File: config.mk
export PLATFORM = sky130hd
export DESIGN_NAME = reset_sequencer
export DESIGN_NICKNAME = d
export VERILOG_FILES = /design/src/rtl/reset_sequencer.sv
export SDC_FILE = /design/constraint.sdc
export NUM_CORES = 1
export LEC_CHECK = 0
export BUFFER_PORTS_ARGS = -buffer_cell sky130_fd_sc_hd__buf_2
export CORE_MARGIN = 10
export CORE_UTILIZATION = 50
export CTS_BUF_LIST = sky130_fd_sc_hd__clkbuf_4
export DETAILED_ROUTE_END_ITERATION = 10
export GPL_TIMING_DRIVEN = 0
export PLACE_DENSITY = 0.66
export SLEW_MARGIN = 20
export SYNTH_ARGS = -nofsm -noshare
export SYNTH_HDL_FRONTEND = slang
export SYNTH_SLANG_ARGS = --single-unit
File: constraint.sdc
create_clock -name CLK -period 4.1 [get_ports CLK]
set_input_delay 0.205 -clock CLK [delete_from_list [all_inputs] [get_ports CLK]]
set_output_delay 0.205 -clock CLK [all_outputs]
set_load 0.05 [all_outputs]
File: src/rtl/reset_sequencer.sv
// Multi-channel reset generator: minimum hold, staged in-order release, global and per-channel assert.
// Optional RESET_SEQUENCER_CASCADE_EN: a channel assert also asserts all higher channels; RUN release is ordered.
module reset_sequencer #(
  parameter int NCH         = 4,
  parameter int HOLD        = 8,
  parameter int GAP         = 2,
  parameter int INIT_ASSERT = 1
) (
  input  logic           CLK,
  input  logic           RST_N,
  input  logic           ASSERT_ALL,
  input  logic [NCH-1:0] ASSERT_IN,
  output logic [NCH-1:0] OUT_RST_N,
  output logic [NCH-1:0] ASSERT_OUT,
  output logic           BUSY
);

  localparam int CW = $clog2(HOLD + 1);
  localparam int GW = (GAP > 0) ? $clog2(GAP + 1) : 1;
  localparam int IW = (NCH > 1) ? $clog2(NCH) : 1;

  localparam logic [CW-1:0] CNT_HOLD = CW'(HOLD);
  localparam logic [CW-1:0] CNT_INIT = CW'(HOLD - 1);
  localparam logic [CW-1:0] CNT_ONE  = CW'(1);
  localparam logic [GW-1:0] GAP_LOAD = GW'(GAP);
  localparam logic [GW-1:0] GAP_ONE  = GW'(1);
  localparam logic [IW-1:0] IDX_LAST = IW'(NCH - 1);
  localparam logic [IW-1:0] IDX_ONE  = IW'(1);
  localparam logic          INIT_ON  = (INIT_ASSERT != 0);

`ifdef RESET_SEQUENCER_CASCADE_EN
  localparam logic CASCADE_EN = 1'b1;
`else
  localparam logic CASCADE_EN = 1'b0;
`endif

  typedef enum logic [1:0] {
    ST_ASSERT,
    ST_HOLD,
    ST_SEQ,
    ST_RUN
  } state_t;

  state_t          state_q, state_d;
  logic [CW-1:0]   cnt_q, cnt_d;
  logic [GW-1:0]   gap_q, gap_d;
  logic [IW-1:0]   idx_q, idx_d;
  logic [NCH-1:0]  out_q, out_d;
  logic [CW-1:0]   lcnt_q [NCH];
  logic [CW-1:0]   lcnt_d [NCH];

  logic [NCH-1:0]  req_eff;
  logic [NCH-1:0]  prev_ok;
  logic            casc_acc;

  // Effective per-channel request; in cascade mode a request spreads to every higher channel.
  always_comb begin
    req_eff  = ASSERT_IN;
    casc_acc = 1'b0;
    if (CASCADE_EN && (state_q == ST_SEQ || state_q == ST_RUN)) begin
      for (int i = 0; i < NCH; i++) begin
        casc_acc   = casc_acc | ASSERT_IN[i];
        req_eff[i] = casc_acc;
      end
    end
  end

  // Ordered RUN release: lower neighbour already released and the inter-release gap elapsed.
  always_comb begin
    prev_ok    = '0;
    prev_ok[0] = 1'b1;
    for (int i = 1; i < NCH; i++) begin
      prev_ok[i] = out_q[i-1] && (gap_q == '0);
    end
  end

  always_comb begin
    state_d = state_q;
    cnt_d   = cnt_q;
    gap_d   = gap_q;
    idx_d   = idx_q;
    out_d   = out_q;
    lcnt_d  = lcnt_q;

    for (int i = 0; i < NCH; i++) begin
      if (req_eff[i]) begin
        lcnt_d[i] = CNT_HOLD;
      end else if (lcnt_q[i] != '0) begin
        lcnt_d[i] = lcnt_q[i] - CNT_ONE;
      end
    end

    unique case (state_q)
      ST_ASSERT: begin
        if (!ASSERT_ALL) begin
          state_d = ST_HOLD;
          cnt_d   = CNT_INIT;
        end
      end
      ST_HOLD: begin
        if (cnt_q == '0) begin
          state_d = ST_SEQ;
          idx_d   = '0;
          gap_d   = '0;
        end else begin
          cnt_d = cnt_q - CNT_ONE;
        end
      end
      ST_SEQ: begin
        if (gap_q != '0) begin
          gap_d = gap_q - GAP_ONE;
        end else if ((lcnt_q[idx_q] == '0) && !req_eff[idx_q]) begin
          out_d[idx_q] = 1'b1;
          gap_d        = GAP_LOAD;
          if (idx_q == IDX_LAST) begin
            state_d = ST_RUN;
          end else begin
            idx_d = idx_q + IDX_ONE;
          end
        end
      end
      ST_RUN: begin
        if (CASCADE_EN && (gap_q != '0)) begin
          gap_d = gap_q - GAP_ONE;
        end
        for (int i = 0; i < NCH; i++) begin
          if (!req_eff[i] && (lcnt_q[i] == '0) && !out_q[i] &&
              (!CASCADE_EN || prev_ok[i])) begin
            out_d[i] = 1'b1;
            gap_d    = GAP_LOAD;
          end
        end
      end
      default: begin
        state_d = ST_ASSERT;
      end
    endcase

    // Requests beat any release on the same edge; the global assert beats everything.
    out_d = out_d & ~req_eff;
    if (ASSERT_ALL) begin
      state_d = ST_ASSERT;
      out_d   = '0;
    end
  end

  always_ff @(posedge CLK or negedge RST_N) begin
    if (!RST_N) begin
      state_q <= INIT_ON ? ST_HOLD : ST_RUN;
      cnt_q   <= CNT_INIT;
      gap_q   <= '0;
      idx_q   <= '0;
      out_q   <= {NCH{~INIT_ON}};
      for (int i = 0; i < NCH; i++) begin
        lcnt_q[i] <= '0;
      end
    end else begin
      state_q <= state_d;
      cnt_q   <= cnt_d;
      gap_q   <= gap_d;
      idx_q   <= idx_d;
      out_q   <= out_d;
      lcnt_q  <= lcnt_d;
    end
  end

  assign OUT_RST_N  = out_q;
  assign ASSERT_OUT = ~out_q;
  assign BUSY       = (state_q != ST_RUN);

endmodule

Word-level counts from Yosys, hierarchy flattened
Index checks and enable logic that the tools add are counted.
Operators by class
  add/subtract/negate cells: 7
  magnitude comparators: 3
  equal/unequal tests: 17
  mux-type cells: 44
  bitwise logic cells: 5
  reductions and logical operators: 43
Operators with widths (count)
  $mux W4: 15
  $mux W2: 15
  $logic_not A4 Y1: 6
  $reduce_bool A4 Y1: 5
  $sub A4 B1 Y4 const B: 5
  $pmux W4 S2: 2
  $ne A3 B3 Y1 const B: 5
  $ne A2 B2 Y1 const B: 7
  $reduce_bool A2 Y1: 7
  $pmux W2 S3: 2
  $logic_and A1 B1 Y1: 10
  $reduce_and A5 Y1: 2
  $logic_not A1 Y1: 9
  $bmux W4 S2: 1
  $not A4 Y4: 2
  $eq A2 B2 Y1 const B: 3
  $mux W1: 6
  $ne A5 B5 Y1 const B: 1
  $and A4 B4 Y4: 1
  $or A4 B4 Y4: 1
  $pmux W2 S2: 1
  $reduce_and A4 Y1: 1
  $ge A3 B3 Y1 const B: 1
  $lt A2 B3 Y1 const B: 1
  other kinds (10): 10
Word-level totals
  register bits: 30
  bits of input ports: 7
  word-level logic and storage cells: 128

Longest topological paths before layout
  depth after elaboration: 11
  depth in mapped cells: 8
  gate-level depth less buffers: 7

Least setup slack after synthesis
No wires, ideal clock.
  path type: flip-flop to flip-flop
  start: reg cnt_q[0]
  end: reg state_q[1]
  setup time: 0.138 ns
  arrival time: 1.812 ns
  slack: 2.150 ns
  cell stages (with the launch flop): 7
  path through: dfstp_2 > inv_1 > ha_1 > or3b_4 > a221oi_4 > nor3_2 > or4_1
On the way
  longest elaborated chain between the ends: 3
RTL lines
  from (decl): line 45  | logic [CW-1:0] cnt_q, cnt_d;
  from (signal assigned): line 159  | cnt_q <= cnt_d;
  $logic_not A4 Y1: line 101  | if (cnt_q == '0) begin
  $ne A3 B3 Y1 (no line)
  $reduce_and A5 Y1 (no line)
  to (signal assigned): line 149  | state_q <= INIT_ON ? ST_HOLD : ST_RUN;
  to (signal assigned): line 158  | state_q <= state_d;
  to (decl): line 44  | state_t state_q, state_d;
Every way passes these cells.
A chain may end at the register's enable or synchronous reset.

Final worst setup path
  start: reg lcnt_q[4] in the netlist's numbering
  end: reg gap_q[0]
On the way
  longest elaborated chain between the ends: 7
  elaborated cells between the ends (all ways): 14
RTL lines
  from (decl): line 49  | logic [CW-1:0] lcnt_q [NCH];
  from (signal assigned): line 163  | lcnt_q <= lcnt_d;
  $bmux W4 S2: line 112  | end else if ((lcnt_q[idx_q] == '0) && !req_eff[idx_q]) begin
  $mux W4 (implied by the code) (2 in a row): line 112
  $logic_not A4 Y1: line 112
  $logic_and A1 B1 Y1: line 112
  $ne A3 B3 Y1 (no line)
  $reduce_and A4 Y1 (no line)
  to (signal assigned): line 160  | gap_q <= gap_d;
  to (decl): line 46  | logic [GW-1:0] gap_q, gap_d;
Parallel ways exist; a longest one is shown, timed or not. The select of a mux whose other input is x is not followed.

==> out/metrics.csv <==
metric,value,unit
cts-buffers-inserted,5,
num_rows,22,
path_clk_slew,0.09,ns
placeableCoreArea,3690,um2
htree_levels,2,
cp_max_fo,5,
syn_avg_cell_area,8.99,um2
fin_crit,2.25,ns
ys.flop_type,dfrtp_1,
cts_tree,done,
worstMarginPinSlew,0.681,ns
synth_nets,235,
floorplan.initialDensity,51.9,%
synth_top_area_share,34.0,%
die_x,81.9,um
cts_setup_buffers,0,
whs,0.125,ns
first_global_vias,1603,
cts-root-buf,clkbuf_4,
yosysTopAreaCell,dfrtp_1,
holdBufCountCts,1,
syn_to_final_growth,9.08,%
synth.cells.most_frequent,"nor2_1 (29), dfrtp_1 (26), inv_1 (24)",
drive_gt1_share,15.5,%
design_area,2090,um2
die_y,81.9,um
ys_async_sr_fraction,100,%
cp-start-kind,register,
worstPathArrival,2.47,ns
yosysMostFrequentCell,nor2_1,
wl,4.15,mm
hp-class,input pin to register,
maxCapViolations,0,
power_leakage,0.887,nW
place_congestion,0.876,
syn_area,1910,um2
grt_pass1_wl,6.96,mm
io_pins,16,
via_per_inst,5.70,
grt_start_max_net_pins,31,
nNetsFinal,254,
n_antenna_cell,0,
r2r_cells,8,
ys_seq_area_share,39.5,%
setup_viol,0,
port_buffers,11,
min_from,ASSERT_IN[1],
drc,0,
firstDrtPassIters,5,
vias,1601,
dpl_cell_area,2030,um2
synth.area.top_cells,"dfrtp_1 (34%), ha_1 (9.8%), nor2_1 (5.7%)",
relSlewSlack,54.3,%
path_class,register to register,
ant_nets,0,
required,4.32,ns
hold_viol,0,
end_kind,register,
clk_latency,0.33,ns
yosysWarnings,0,
fillers,331,
final.period_utilization,55.0,%
hpwl,3.08,mm
die-area,6700,um2
cts_sinks,30,
cts_resized,0,
overflow,0,
reg2reg_to,gap_q[0],
wire_per_inst,14.8,um
clockBufferDepth,2,
finClkSkew,0.0108,ns
netlist_instances,213,
rsz0062_at_grt,false,
grt_antenna_before_repair,0,
reg2reg_from,lcnt_q[4],
grt_usage,13.1,%
worstHoldPathCells,2,
power.density,578,nW/um2
min_to,lcnt_q[10],
drt_iter0_markers,91,
ys_ff_latch,30,
final.setup.tns,0,ns
reg2reg_slack,1.85,ns
max-vdd-ir-drop,0.224,mV
maxSlewViolCount,0,
synth-edff-count,0,
fmax,444,MHz
outcome,"finished, final reports clean",
ys_types,47,
## report_power, final
| part | leakage [nW] | internal [mW] | switching (mW) |
|---|---|---|---|
| Clock | 0.0277 | 0.0609 | 0.101 |
| Combinational | 0.484 | 0.243 | 0.297 |
| Sequential | 0.374 | 0.399 | 0.107 |
## cells by family after synthesis
| kind of cell | after synthesis | synth area share, % |
|---|---|---|
| and+or+nand+nor | 81 | 22.6 |
| adders and majority gates | 15 | 9.80 |
| xor gates and xnor gates | 5 | 2.29 |
| AOI/OAI and AO/OA | 45 | 17.3 |
| buffers and inverters | 35 | 7.25 |
| DFF | 30 | 39.5 |
| muxes | 2 | 1.31 |
## area by class of cell
cell class	instances	area (um2)	area share [%]
timing repair buffer	12	65.1	3.12
sequential	30	756	36.2
buffer	11	48.8	2.34
tap	48	60.1	2.88
inverter	24	90.1	4.31
clock inverter	3	11.3	0.539
multi-input combinational	148	1020	48.8
clock buffer	5	37.5	1.80
## stage by stage
| stage | cells | power [mW] | util, % | setup slack [ns] |
|---|---|---|---|---|
| detailed placement | 272 | 1.05 | 55.0 | 1.89 |
| global route | 281 | 1.33 | 56.6 | 1.67 |
| global placement | 272 | 1.01 | 55.0 | 1.93 |
| floorplan | 213 | 0.922 | - | 2.15 |
| CTS | 281 | 1.22 | 56.6 | 1.86 |
| finish | 281 | 1.21 | 56.6 | 1.85 |
## worst max-delay path by stage
stage                     startpoint          to  cells after the start
after floorplan             cnt_q[0]  state_q[1]                      6
after global placement     lcnt_q[4]    gap_q[0]                      8
after detailed placement   lcnt_q[4]    gap_q[0]                      8
after CTS                  lcnt_q[4]    gap_q[0]                      8
after global routing      state_q[1]    cnt_q[3]                      8
final                      lcnt_q[4]    gap_q[0]                      8
## routing by layer
metal  wire [um]  global-route usage (%)  up-vias
li1            -                       -      783
met1        1820                    15.0      768
met2        2040                    21.5       41
met3         230                    4.80        9
met4          65                    5.78        0
met5           0                       0        -
## sequential cells by signal, indices dropped and copies added, names as in the netlist
name / flops
cnt_q: 4
gap_q: 2
lcnt_q: 16
state_q: 2
idx_q: 2
OUT_RST_N: 4
## worst max-delay path, stage by stage (launching register included)
cell	delay (ns)
dfrtp_1	0.43
inv_1	0.07
ha_1	0.20
or3b_2	0.45
clkbuf_1	0.16
o31ai_1	0.30
o41a_1	0.19
o21ai_0	0.12
a22o_1	0.22
## layout by cell type (no fill, tap or decap), drive strengths merged, types with 2 or more instances in the layout
master	Yosys	routed
a211oi	5	5
a21oi	14	14
a32oi	2	2
and3	2	2
buf	5	16
clkbuf	6	11
clkinv	0	3
dfrtp	26	26
dfstp	4	4
ha	15	15
inv	24	24
nand2	8	8
nand2b	4	4
nand3	6	6
nand3b	5	5
nor2	29	29
nor3	9	9
nor4	3	3
o211ai	2	2
o21a	3	3
o21ai	2	2
o31ai	4	4
o32ai	3	3
or3	4	4
or3b	5	5
xnor2	4	4
No activity file was read; power rests on OpenSTA's default activity.
